[src/rtl/uart_fifo.sv]
// uart_fifo: buffered UART with TX and RX engines, each fronted by a FIFO.
//
// Optional feature: define UART_PARITY_EN to add an even parity bit (XOR of the
// data bits) after the data bits on TX, and a parity check on RX that sets the
// sticky rx_parity_err_o flag. Without it, rx_parity_err_o is tied to 0.
//
// Ports:
//   clk_i, rst_i                 clock, synchronous active-high reset
//   send_req_valid_i/ready_o     byte to transmit (push into TX FIFO)
//   send_req_data_i
//   recv_rsp_valid_o/ready_i     received byte (FIFO head, first-word fall-through)
//   recv_rsp_data_o
//   serial_in_i                  RX line, asynchronous
//   serial_out_o                 TX line, registered
//   tx_level_o, rx_level_o       FIFO occupancies
//   tx_busy_o                    TX FIFO non-empty or frame in flight
//   err_clr_i                    clears all sticky error flags (wins over a set)
//   rx_overrun_o                 sticky: byte received while RX FIFO full
//   rx_frame_err_o               sticky: first stop bit sampled 0
//   rx_parity_err_o              sticky: parity mismatch (UART_PARITY_EN only)
module uart_fifo #(
    parameter int unsigned CLOCK_FREQ = 125_000_000,
    parameter int unsigned BAUD_RATE  = 115_200,
    parameter int unsigned DATA_BITS  = 8,
    parameter int unsigned STOP_BITS  = 1,
    parameter int unsigned TX_DEPTH   = 16,
    parameter int unsigned RX_DEPTH   = 16
) (
    input  logic                        clk_i,
    input  logic                        rst_i,
    input  logic                        send_req_valid_i,
    output logic                        send_req_ready_o,
    input  logic [DATA_BITS-1:0]        send_req_data_i,
    output logic                        recv_rsp_valid_o,
    input  logic                        recv_rsp_ready_i,
    output logic [DATA_BITS-1:0]        recv_rsp_data_o,
    input  logic                        serial_in_i,
    output logic                        serial_out_o,
    output logic [$clog2(TX_DEPTH):0]   tx_level_o,
    output logic [$clog2(RX_DEPTH):0]   rx_level_o,
    output logic                        tx_busy_o,
    input  logic                        err_clr_i,
    output logic                        rx_overrun_o,
    output logic                        rx_frame_err_o,
    output logic                        rx_parity_err_o
);

    localparam int unsigned CPB = (CLOCK_FREQ + BAUD_RATE / 2) / BAUD_RATE;
    localparam int unsigned TAW = $clog2(TX_DEPTH);
    localparam int unsigned RAW = $clog2(RX_DEPTH);
    localparam int unsigned CW  = $clog2(STOP_BITS * CPB + 1);
    localparam int unsigned BW  = $clog2(DATA_BITS);

    typedef enum logic [2:0] {StIdle, StStart, StData, StParity, StStop} state_e;

    // ---------------- TX FIFO ----------------
    logic [DATA_BITS-1:0] tx_mem_q [TX_DEPTH];
    logic [TAW:0]         tx_wptr_q, tx_rptr_q;
    logic                 tx_empty, tx_full, tx_push, tx_pop;
    logic [DATA_BITS-1:0] tx_head;

    assign tx_empty = (tx_wptr_q == tx_rptr_q);
    assign tx_full  = (tx_wptr_q[TAW] != tx_rptr_q[TAW]) &&
                      (tx_wptr_q[TAW-1:0] == tx_rptr_q[TAW-1:0]);
    assign tx_push  = send_req_valid_i && !tx_full;
    assign tx_head  = tx_mem_q[tx_rptr_q[TAW-1:0]];

    always_ff @(posedge clk_i) begin
        if (tx_push) tx_mem_q[tx_wptr_q[TAW-1:0]] <= send_req_data_i;
    end

    // ---------------- TX engine ----------------
    state_e               tx_state_q, tx_state_d;
    logic [CW-1:0]        tx_cnt_q, tx_cnt_d;
    logic [BW-1:0]        tx_bit_q, tx_bit_d;
    logic [DATA_BITS-1:0] tx_shift_q, tx_shift_d;
    logic                 tx_line_q, tx_line_d;
    logic                 tx_load;
`ifdef UART_PARITY_EN
    logic                 tx_par_q, tx_par_d;
`endif

    always_comb begin
        tx_state_d = tx_state_q;
        tx_cnt_d   = (tx_state_q == StIdle) ? tx_cnt_q : tx_cnt_q - CW'(1);
        tx_bit_d   = tx_bit_q;
        tx_shift_d = tx_shift_q;
        tx_line_d  = tx_line_q;
        tx_load    = 1'b0;
`ifdef UART_PARITY_EN
        tx_par_d   = tx_par_q;
`endif
        unique case (tx_state_q)
            StIdle: tx_load = !tx_empty;
            StStart: if (tx_cnt_q == '0) begin
                tx_state_d = StData;
                tx_cnt_d   = CW'(CPB - 1);
                tx_bit_d   = '0;
                tx_line_d  = tx_shift_q[0];
            end
            StData: if (tx_cnt_q == '0) begin
                if (tx_bit_q == BW'(DATA_BITS - 1)) begin
`ifdef UART_PARITY_EN
                    tx_state_d = StParity;
                    tx_cnt_d   = CW'(CPB - 1);
                    tx_line_d  = tx_par_q;
`else
                    tx_state_d = StStop;
                    tx_cnt_d   = CW'(STOP_BITS * CPB - 1);
                    tx_line_d  = 1'b1;
`endif
                end else begin
                    tx_bit_d   = tx_bit_q + BW'(1);
                    tx_shift_d = tx_shift_q >> 1;
                    tx_cnt_d   = CW'(CPB - 1);
                    tx_line_d  = tx_shift_q[1];
                end
            end
            StParity: if (tx_cnt_q == '0) begin
                tx_state_d = StStop;
                tx_cnt_d   = CW'(STOP_BITS * CPB - 1);
                tx_line_d  = 1'b1;
            end
            StStop: if (tx_cnt_q == '0) begin
                // Chain straight into the next start bit when more data waits.
                tx_load    = !tx_empty;
                tx_state_d = StIdle;
                tx_line_d  = 1'b1;
            end
            default: begin
                tx_state_d = StIdle;
                tx_line_d  = 1'b1;
            end
        endcase
        if (tx_load) begin
            tx_state_d = StStart;
            tx_cnt_d   = CW'(CPB - 1);
            tx_shift_d = tx_head;
            tx_line_d  = 1'b0;
`ifdef UART_PARITY_EN
            tx_par_d   = ^tx_head;
`endif
        end
    end

    assign tx_pop = tx_load;

    always_ff @(posedge clk_i) begin
        if (rst_i) begin
            tx_wptr_q  <= '0;
            tx_rptr_q  <= '0;
            tx_state_q <= StIdle;
            tx_cnt_q   <= '0;
            tx_bit_q   <= '0;
            tx_shift_q <= '0;
            tx_line_q  <= 1'b1;
`ifdef UART_PARITY_EN
            tx_par_q   <= 1'b0;
`endif
        end else begin
            if (tx_push) tx_wptr_q <= tx_wptr_q + (TAW + 1)'(1);
            if (tx_pop)  tx_rptr_q <= tx_rptr_q + (TAW + 1)'(1);
            tx_state_q <= tx_state_d;
            tx_cnt_q   <= tx_cnt_d;
            tx_bit_q   <= tx_bit_d;
            tx_shift_q <= tx_shift_d;
            tx_line_q  <= tx_line_d;
`ifdef UART_PARITY_EN
            tx_par_q   <= tx_par_d;
`endif
        end
    end

    assign send_req_ready_o = !tx_full;
    assign serial_out_o     = tx_line_q;
    assign tx_level_o       = tx_wptr_q - tx_rptr_q;
    assign tx_busy_o        = !tx_empty || (tx_state_q != StIdle);

    // ---------------- RX FIFO ----------------
    logic [DATA_BITS-1:0] rx_mem_q [RX_DEPTH];
    logic [RAW:0]         rx_wptr_q, rx_rptr_q;
    logic                 rx_empty, rx_full, rx_push, rx_pop, rx_wr_req;

    assign rx_empty = (rx_wptr_q == rx_rptr_q);
    assign rx_full  = (rx_wptr_q[RAW] != rx_rptr_q[RAW]) &&
                      (rx_wptr_q[RAW-1:0] == rx_rptr_q[RAW-1:0]);
    assign rx_push  = rx_wr_req && !rx_full;
    assign rx_pop   = !rx_empty && recv_rsp_ready_i;

    // ---------------- RX engine ----------------
    logic [1:0]           rx_sync_q;
    logic                 rx_prev_q, rx_line;
    state_e               rx_state_q, rx_state_d;
    logic [CW-1:0]        rx_cnt_q, rx_cnt_d;
    logic [BW-1:0]        rx_bit_q, rx_bit_d;
    logic [DATA_BITS-1:0] rx_shift_q, rx_shift_d;
    logic                 rx_over_q, rx_over_d, rx_frame_q, rx_frame_d;
`ifdef UART_PARITY_EN
    logic                 rx_par_q, rx_par_d;
`endif

    assign rx_line = rx_sync_q[1];

    always_ff @(posedge clk_i) begin
        if (rx_push) rx_mem_q[rx_wptr_q[RAW-1:0]] <= rx_shift_q;
    end

    always_comb begin
        rx_state_d = rx_state_q;
        rx_cnt_d   = (rx_state_q == StIdle) ? rx_cnt_q : rx_cnt_q - CW'(1);
        rx_bit_d   = rx_bit_q;
        rx_shift_d = rx_shift_q;
        rx_wr_req  = 1'b0;
        rx_over_d  = rx_over_q;
        rx_frame_d = rx_frame_q;
`ifdef UART_PARITY_EN
        rx_par_d   = rx_par_q;
`endif
        unique case (rx_state_q)
            StIdle: if (rx_prev_q && !rx_line) begin
                rx_state_d = StStart;
                rx_cnt_d   = CW'(CPB / 2 - 1);
            end
            StStart: if (rx_cnt_q == '0) begin
                // High at mid start bit: treat the edge as a glitch.
                rx_state_d = rx_line ? StIdle : StData;
                rx_cnt_d   = CW'(CPB - 1);
                rx_bit_d   = '0;
            end
            StData: if (rx_cnt_q == '0) begin
                rx_shift_d = {rx_line, rx_shift_q[DATA_BITS-1:1]};
                rx_cnt_d   = CW'(CPB - 1);
                if (rx_bit_q == BW'(DATA_BITS - 1)) begin
`ifdef UART_PARITY_EN
                    rx_state_d = StParity;
`else
                    rx_state_d = StStop;
`endif
                end else begin
                    rx_bit_d = rx_bit_q + BW'(1);
                end
            end
            StParity: if (rx_cnt_q == '0) begin
`ifdef UART_PARITY_EN
                if (rx_line != ^rx_shift_q) rx_par_d = 1'b1;
`endif
                rx_state_d = StStop;
                rx_cnt_d   = CW'(CPB - 1);
            end
            StStop: if (rx_cnt_q == '0) begin
                if (!rx_line) rx_frame_d = 1'b1;
                rx_wr_req  = 1'b1;
                rx_state_d = StIdle;
            end
            default: rx_state_d = StIdle;
        endcase
        if (rx_wr_req && rx_full) rx_over_d = 1'b1;
        if (err_clr_i) begin
            rx_over_d  = 1'b0;
            rx_frame_d = 1'b0;
`ifdef UART_PARITY_EN
            rx_par_d   = 1'b0;
`endif
        end
    end

    always_ff @(posedge clk_i) begin
        if (rst_i) begin
            rx_sync_q  <= 2'b11;
            rx_prev_q  <= 1'b1;
            rx_wptr_q  <= '0;
            rx_rptr_q  <= '0;
            rx_state_q <= StIdle;
            rx_cnt_q   <= '0;
            rx_bit_q   <= '0;
            rx_shift_q <= '0;
            rx_over_q  <= 1'b0;
            rx_frame_q <= 1'b0;
`ifdef UART_PARITY_EN
            rx_par_q   <= 1'b0;
`endif
        end else begin
            rx_sync_q  <= {rx_sync_q[0], serial_in_i};
            rx_prev_q  <= rx_line;
            if (rx_push) rx_wptr_q <= rx_wptr_q + (RAW + 1)'(1);
            if (rx_pop)  rx_rptr_q <= rx_rptr_q + (RAW + 1)'(1);
            rx_state_q <= rx_state_d;
            rx_cnt_q   <= rx_cnt_d;
            rx_bit_q   <= rx_bit_d;
            rx_shift_q <= rx_shift_d;
            rx_over_q  <= rx_over_d;
            rx_frame_q <= rx_frame_d;
`ifdef UART_PARITY_EN
            rx_par_q   <= rx_par_d;
`endif
        end
    end

    assign recv_rsp_valid_o = !rx_empty;
    assign recv_rsp_data_o  = rx_mem_q[rx_rptr_q[RAW-1:0]];
    assign rx_level_o       = rx_wptr_q - rx_rptr_q;
    assign rx_overrun_o     = rx_over_q;
    assign rx_frame_err_o   = rx_frame_q;
`ifdef UART_PARITY_EN
    assign rx_parity_err_o  = rx_par_q;
`else
    assign rx_parity_err_o  = 1'b0;
`endif

endmodule

[config.mk]
export PLATFORM = sky130hd
export DESIGN_NAME = uart_fifo
export DESIGN_NICKNAME = d
export VERILOG_FILES = /design/src/rtl/uart_fifo.sv
export SDC_FILE = /design/constraint.sdc
export NUM_CORES = 1
export LEC_CHECK = 0
export ABC_AREA = 1
export ABC_CLOCK_PERIOD_IN_PS = 2730
export BUFFER_PORTS_ARGS = -buffer_cell sky130_fd_sc_hd__buf_2
export CELL_PAD_IN_SITES_DETAIL_PLACEMENT = 1
export CELL_PAD_IN_SITES_GLOBAL_PLACEMENT = 1
export CORE_MARGIN = 2
export CORE_UTILIZATION = 50
export CTS_CLUSTER_SIZE = 28
export DETAILED_ROUTE_END_ITERATION = 8
export PLACE_DENSITY = 0.87
export SLEW_MARGIN = 20
export SYNTH_ARGS = -nofsm -noshare
export SYNTH_HDL_FRONTEND = slang
export SYNTH_SLANG_ARGS = --single-unit
export TNS_END_PERCENT = 5
[constraint.sdc]
create_clock -name clk_i -period 2.73 [get_ports clk_i]
set_input_delay 0.1365 -clock clk_i [delete_from_list [all_inputs] [get_ports clk_i]]
set_output_delay 0.1365 -clock clk_i [all_outputs]
set_load 0.02 [all_outputs]
==> impl_metrics.yaml, run 1 <==
logic_synthesis:
  ys_ff_latch: 340
  synth_fp_nets: 1405
  ys_types: 44
  yosysSeqAreaShare: 0.6388
  yosys_warnings: 0
  syn_inst: 1365
  synth_edf_count: 256
  synth_ff_type: "edfxtp_1"
  netlist_area_um2: 14670
  synth-async-reset-ratio: 0
  synth.avg_cell_area_um2: 10.74
timing:
  rsz0062_at_grt: "no"
  tightest_slew_ns: 1.022
  finalMaxSlewViolations: 0
  fin_crit_sh: 0.9572
  fin_setup_tns_ns: 0
  period_needed_ns: 2.613
  hold_viol: 0
  relSlewSlack: 0.3178
  timing.fmax_ghz: 0.3827
  setup_violations: 0
  finalWorstSetupSlack_ns: 0.1168
  finalClockSkew_ns: 0.01579
pwr:
  seq_power_share: 0.397
  comb_power_share: 0.318
  power_density_nw_per_um2: 998.4
  p_total_mw: 16.42
  peakVddDrop_v: 0.0005873
  p_leak_nw: 6.036
  netSwitchingPower_mw: 6.071
  p_int_mw: 10.35
  p_sw_frac: 0.3697
  clockPowerShare: 0.285
die:
  core-area_um2: 28780
  num_rows: 62
  io_pins: 39
  die_h_um: 175.3
  die_area_um2: 30720
  start_util: 0.5096
  die_x_um: 175.3
hold_path:
  min_to: "tx_mem_q[6][5]$_DFFE_PP_"
  hp-class: "primary input to flip-flop"
  hold_depth: 1
  worstHoldStart: "send_req_data_i[5]"
setup_path:
  critPathCaptureType: "flip-flop"
  rr_worst_depth: 9
  required_ns: 2.88
  timing.rr.start: "rx_wptr_q[0]$_SDFFE_PP0P_"
  cp_max_fo: 8
  critPathKind: "flip-flop to flip-flop"
  cp-start-kind: "flip-flop"
  rrSetupSlack_ns: 0.12
  r2r-end: "rx_mem_q[14][6]$_DFFE_PP_"
  cp.arrival_ns: 2.76
drt:
  drtIter0Drc: 737
  via_per_inst: 5.689
  route.detailed.drc: 0
  wl_per_cell_um: 21.18
  vias: 10377
  postRouteAntennaNets: 0
  wl_met1_um: 15250
  first_pass_iters: 5
  drt-total-wl_um: 38620
  maxUsedRoutingLayer: "met4"
  dr_wl_met3_um: 1674
  wl_met2_um: 20580
finish:
  final_layout_size_suffix_gt1_frac: 0.1222
  area_growth_pct: 12.15
  fin_util: 0.5715
  num_antenna_cells: 0
  register_area_um2: 9374
  nets: 1454
  final.fill_count: 3063
  postLayoutCellArea_um2: 16450
  multi_input_area_um2: 4464
status:
  status: "finished clean"
global_routing:
  grt.total_usage: 0.2536
  overflow: 0
  grt_pass1_wl_um: 60700
  antenna_found_initial: 0
  grt_pass1_vias: 11159
  grt_max_degree: 65
placement:
  dp_hpwl_um: 24910
  place_area_um2: 15290
  dpl_worst_slack_ns: 0.2655
  place.gp.congestion: 0.8349
  io_buffer_count: 37
clock_tree:
  clk_pin_slew_ns: 0.06
  cts_sinks: 340
  cts_tree: "yes"
  cts-root-buf: "clkbuf_16"
  clock_path_buffers: 3
  htreeDepth: 2
  cts_buffers: 36
  clk_latency_ns: 0.54
job:
  drv_cap: 0
## repair_timing
item | in CTS | in global routing
setup endpoints to repair | 0 | 7
setup buffers | 0 | 1
hold buffers | 2 | 0
resized for setup | 0 | 1
endpoints found under the hold margin | 3 | 0
## final cells by class
| type | count | share of cell area |
|---|---|---|
| Timing Repair Buffer | 70 | 0.02967 |
| Inverter | 141 | 0.03218 |
| Multi-Input combinational cell | 825 | 0.2714 |
| Clock inverter | 25 | 0.01088 |
| Tap cell | 384 | 0.02921 |
| Sequential cell | 340 | 0.5699 |
| Clock buffer | 39 | 0.05675 |
## layer usage
layer  vias up  global-route usage
met2       282              0.4718
met1      5208              0.2968
met5         -                   0
met4         0             0.09583
li1       4796                   -
met3        91             0.03377
## cells by family (layout without fill, tap and decap cells)
group           after synthesis  count (layout)  share of synthesized area
flops                       340             340                     0.6388
buf+inv                     200             275                    0.05699
fa+ha+maj                    26              26                    0.02320
compound gates              285             285                     0.1085
xor+xnor                     19              19                    0.01135
mux                          32              32                    0.02184
other cells                   1               1                  0.0002557
simple gates                462             462                     0.1391
## sequential cells by signal, summed over array words and instances, names as in the netlist, 5 cells and up, named ones only
| name | cells |
|---|---|
| tx_mem_q | 128 |
| tx_shift_q | 8 |
| rx_rptr_q | 5 |
| tx_cnt_q | 11 |
| rx_cnt_q | 11 |
| tx_wptr_q | 5 |
| rx_wptr_q | 5 |
| rx_mem_q | 128 |
| tx_rptr_q | 5 |
| rx_shift_q | 8 |
## cell usage in the layout, fill, tap and decap left out, types with 11 or more instances in the layout
cell       Yosys  layout
a21oi_1       82      82
buf_2         20      37
buf_4          6      27
clkbuf_16      0      37
clkinv_1       1      11
dfxtp_1       84      82
edfxtp_1     256     256
ha_1          24      24
inv_1        125     125
inv_2         15      15
mux2i_1       32      32
nand2_1      168     168
nand3_1       70      70
nor2_1       171     170
o211ai_1      47      47
o21ai_0      128     128
xor2_1        15      15
## power by group through the flow
| stage | Sequential (mW) | Clock [mW] | Combinational (mW) |
|---|---|---|---|
| global placement | 6.62 | 0 | 4.71 |
| global route | 6.58 | 4.91 | 5.76 |
| finish | 6.52 | 4.68 | 5.22 |
| detailed placement | 6.67 | 0 | 5.02 |
| CTS | 6.57 | 4.73 | 5.13 |
| floorplan | 6.35 | 0 | 3.83 |
## critical path: stages, from the launching register on
cell and delay, ns:
dfxtp_1 0.38, inv_1 0.13, ha_1 0.34, nand4_1 0.15
nor2_1 0.10, inv_1 0.19, nand2_4 0.13, inv_2 0.10
nand2_1 0.11, nor2_1 0.60
## Yosys cell counts, types with 3 or more instances
master | n | share of area
edfxtp_1 | 256 | 0.52
nor2_1 | 171 | 0.044
nand2_1 | 168 | 0.043
o21ai_0 | 128 | 0.044
inv_1 | 125 | 0.032
dfxtp_1 | 84 | 0.11
a21oi_1 | 82 | 0.028
nand3_1 | 70 | 0.024
o211ai_1 | 47 | 0.024
mux2i_1 | 32 | 0.022
clkbuf_1 | 27 | 0.0069
ha_1 | 24 | 0.020
buf_2 | 20 | 0.0068
inv_2 | 15 | 0.0038
xor2_1 | 15 | 0.0090
nand2_2 | 10 | 0.0043
nor3_1 | 10 | 0.0034
o21ai_1 | 10 | 0.0034
o22ai_1 | 8 | 0.0034
nor2_4 | 7 | 0.0054
buf_4 | 6 | 0.0031
buf_6 | 5 | 0.0038
nor2_2 | 5 | 0.0021
nand4_1 | 4 | 0.0017
xnor2_1 | 4 | 0.0024
a211oi_1 | 3 | 0.0015
nand2_4 | 3 | 0.0023
nand3b_1 | 3 | 0.0015
or2_2 | 3 | 0.0013
## worst max path at each step
stage | end | startpoint | slack, ns
floorplan | tx_mem_q[11][0]$_DFFE_PP_ | tx_rptr_q[2]$_SDFFE_PP0P_ | 0.56
global placement | tx_mem_q[6][6]$_DFFE_PP_ | tx_rptr_q[2]$_SDFFE_PP0P_ | 0.44
detailed placement | rx_mem_q[14][6]$_DFFE_PP_ | rx_wptr_q[0]$_SDFFE_PP0P_ | 0.27
CTS | recv_rsp_data_o[5] | flip-flop | 0.06
global route | rx_mem_q[14][6]$_DFFE_PP_ | rx_wptr_q[0]$_SDFFE_PP0P_ | 0.02
finish | rx_mem_q[14][6]$_DFFE_PP_ | rx_wptr_q[0]$_SDFFE_PP0P_ | 0.12
## per-stage QoR
stage,hold slack (ns),instances
2_1_floorplan,0.2354,1365
3_3_place_gp,0.3206,1757
3_5_place_dp,0.3262,1757
4_1_cts,0.01617,1823
5_1_grt,0.03022,1824
6_report,0.03076,1824
No activity file was read; power rests on OpenSTA's default activity.
==> run 2: changes to the inputs <==
--- a/config.mk
+++ b/config.mk
@@ -5,13 +5,14 @@
 export SDC_FILE = /design/constraint.sdc
 export NUM_CORES = 1
 export LEC_CHECK = 0
-export ABC_AREA = 1
+export ABC_AREA = 0
 export ABC_CLOCK_PERIOD_IN_PS = 2730
 export BUFFER_PORTS_ARGS = -buffer_cell sky130_fd_sc_hd__buf_2
+export CAP_MARGIN = 25
 export CELL_PAD_IN_SITES_DETAIL_PLACEMENT = 1
 export CELL_PAD_IN_SITES_GLOBAL_PLACEMENT = 1
 export CORE_MARGIN = 2
-export CORE_UTILIZATION = 50
+export CORE_UTILIZATION = 53
 export CTS_CLUSTER_SIZE = 28
 export DETAILED_ROUTE_END_ITERATION = 8
 export PLACE_DENSITY = 0.87
==> run 2 against run 1 <==
Setup slack better by 0.051 ns. Core utilization up 4.4 points. Count of clock-buffer cells in the layout up 12. Register-to-register slack better by 0.07 ns. Sequential share of layout area up 1.1 points. Cell area down 1.9%. Cell count down 27%. Sequential power down 8.4%. Critical path depth down 1. Critical path type is now flip-flop to primary output. Highest routed layer unchanged.
==> impl_metrics.yaml, run 2 <==
setup_path:
  rr_worst_depth: 6
  cp.arrival_ns: 2.43
  worstPathCellList: "inv_1, ha_1, fa_1, inv_1, a21o_1, a21oi_1, xnor2_1, buf_2"
  rrSetupSlack_ns: 0.19
  slowest_stage: "dfxtp_1"
  critPathKind: "flip-flop to primary output"
  crit_buf_inv: 3
  slowest_delay_ns: 0.43
  cp-start-kind: "flip-flop"
  timing.rr.start: "rx_wptr_q[2]$_SDFFE_PP0P_"
  path_delay_family: "adder cells"
  cp_max_fo: 5
  critPathCaptureType: "primary output"
  path_common_cell: "inv_1"
  required_ns: 2.59
  r2r-end: "rx_mem_q[0][1]$_DFFE_PP_"
pwr:
  power_density_nw_per_um2: 793.8
  peakVddDrop_v: 0.0005615
  p_leak_nw: 5.379
logic_synthesis:
  synth-simple-area-share: 0.08219
  ys_ff_latch: 340
  synth.avg_cell_area_um2: 15.78
  synth_ff_type: "edfxtp_1"
  synth_edf_count: 256
  synthXorXnorAreaFrac: 0.01593
  synth-async-reset-ratio: 0
  synth.most_common_cell: "edfxtp_1"
  synth_commonest_cells: "edfxtp_1 (256), dfxtp_1 (84), mux4_2 (72)"
  synthAdderAreaFrac: 0.02394
  synth_top_cell_area_share: 0.5407
  synth_fp_nets: 941
  synth_compound_area_frac: 0.06494
  yosysSeqAreaShare: 0.6589
  netlist_area_um2: 14220
  synthMuxAreaShare: 0.1296
  syn_inst: 901
  yosys_warnings: 0
  synth.area.top_cells: "edfxtp_1 (54%), dfxtp_1 (12%), mux4_2 (11%)"
  yosysTopAreaCell: "edfxtp_1"
  ys_types: 73
  synth_top_family_by_area: "multiplexers"
finish:
  mostFrequentLayoutCells: "edfxtp_1 (256), dfxtp_1 (82), mux4_2 (72), nor2_1 (55), buf_4 (40)"
  num_antenna_cells: 0
  layout_commonest_cell: "edfxtp_1"
  final_layout_size_suffix_gt1_frac: 0.2343
  final.fill_count: 2373
  area_growth_pct: 13.46
  postLayoutCellArea_um2: 16130
  nets: 1015
  fin_util: 0.6156
global_routing:
  overflow: 0
  grt_pass1_vias: 9063
  grt_max_degree: 33
  grt_pass1_wl_um: 53720
  antenna_found_initial: 0
  grt.total_usage: 0.2511
drt:
  wl_per_cell_um: 25.70
  via_per_inst: 6.214
  vias: 8314
  drtIter0Drc: 633
  drt-total-wl_um: 34390
  first_pass_iters: 5
  route.detailed.drc: 0
  postRouteAntennaNets: 0
hold_path:
  hp-class: "primary input to flip-flop"
  worstHoldStart: "send_req_valid_i"
  min_to: "tx_wptr_q[3]$_SDFFE_PP0P_"
  hold_depth: 4
timing:
  hold_viol: 0
  period_needed_ns: 2.562
  timing.fmax_ghz: 0.3903
  tightest_slew_ns: 0.9148
  finalClockSkew_ns: 0.01434
  finalMaxSlewViolations: 0
  relSlewSlack: 0.3854
  fin_setup_tns_ns: 0
  fin_crit_sh: 0.9384
  setup_violations: 0
  hold_ws_ns: 0.01561
  rsz0062_at_grt: "no"
die:
  die_area_um2: 28150
  num_rows: 59
  core-area_um2: 26210
  start_util: 0.5426
  die_x_um: 167.8
  io_pins: 39
  die_h_um: 167.8
placement:
  io_buffer_count: 37
  place_area_um2: 14950
  dp_hpwl_um: 22770
  place.gp.congestion: 0.8222
clock_tree:
  cts_tree: "yes"
  htreeDepth: 2
  cts_buffers: 36
  clk_pin_slew_ns: 0.06
  cts-root-buf: "clkbuf_16"
  clk_latency_ns: 0.52
  clock_path_buffers: 3
  cts_sinks: 340
status:
  status: "finished clean"
job:
  drv_cap: 0
run 2: cell count changes in the layout (fill, tap and decap cells not counted), sizes merged, moves of 50 or more:
cell   delta
inv     -111
mux4     +72
nand2   -170
nand3    -50
nor2    -128
o21ai   -116
run 2: routing by layer:
layer | global-route usage | share of wire | vias to the layer above
met5 | 0 | 0 | -
met4 | 0.09452 | 0.034 | 0
met3 | 0.03479 | 0.038 | 73
met2 | 0.4497 | 0.53 | 220
met1 | 0.3121 | 0.40 | 4301
li1 | - | - | 3720
run 2: cells by family (layout without fill, tap and decap cells):
family                     Yosys count  after routing
DFF                                340            340
and+or+nand+nor                    204            204
AOI/OAI and AO/OA                  136            136
muxes                               94             94
buffers and inverters               75            177
adders and majority gates           26             26
xor gates and xnor gates            25             25
other                                1              1
run 2: report_power, final:
part	total (mW)	switching, mW	internal [mW]
logic	2.08	1.22	0.858
registers	5.97	0.255	5.71
clock network	4.76	1.97	2.79
total	12.8	3.45	9.36
run 2: how the worst max path moves through the flow:
stage,startpoint,to,depth (start not counted)
floorplan,rx_cnt_q[0]$_SDFF_PP0_,rx_mem_q[0][0]$_DFFE_PP_,6
global placement,rx_cnt_q[0]$_SDFF_PP0_,rx_mem_q[3][4]$_DFFE_PP_,7
detailed placement,rx_cnt_q[0]$_SDFF_PP0_,rx_mem_q[0][6]$_DFFE_PP_,7
CTS,flip-flop,recv_rsp_data_o[4],4
global route,rx_wptr_q[2]$_SDFFE_PP0P_,rx_mem_q[0][6]$_DFFE_PP_,6
finish,rx_wptr_q[0]$_SDFFE_PP0P_,rx_level_o[4],8
run 2: layout make-up:
type | instances | area (um2) | share of cell area
sequential | 340 | 9371 | 0.5809
multi-input combinational | 486 | 4512 | 0.2797
clock buffer | 51 | 1008 | 0.06251
timing repair buffer | 83 | 575.6 | 0.03568
tap | 335 | 419.2 | 0.02598
clock inverter | 15 | 141.4 | 0.008764
inverter | 28 | 105.1 | 0.006515
run 2: worst register-to-register path, cell delays in order, from the launching register on:
cell	delay (ns)
dfxtp_1	0.57
ha_1	0.36
nand4_1	0.29
o21a_1	0.29
nand3_1	0.25
nor3_1	0.25
buf_4	0.24
run 2: repair_timing:
action,4_1_cts,5_1_grt
hold endpoints to repair,19,0
hold buffers,3,0
buffers inserted,0,0
resized for setup,0,0
run 2: per-stage QoR:
step,total power [mW],setup slack [ns],instances
2_1_floorplan,7.513,0.2785,901
6_report,12.81,0.1681,1338
3_5_place_dp,8.111,0.2330,1269
3_3_place_gp,7.984,0.4484,1269
5_1_grt,13.25,0.05086,1338
4_1_cts,12.86,0.1745,1338
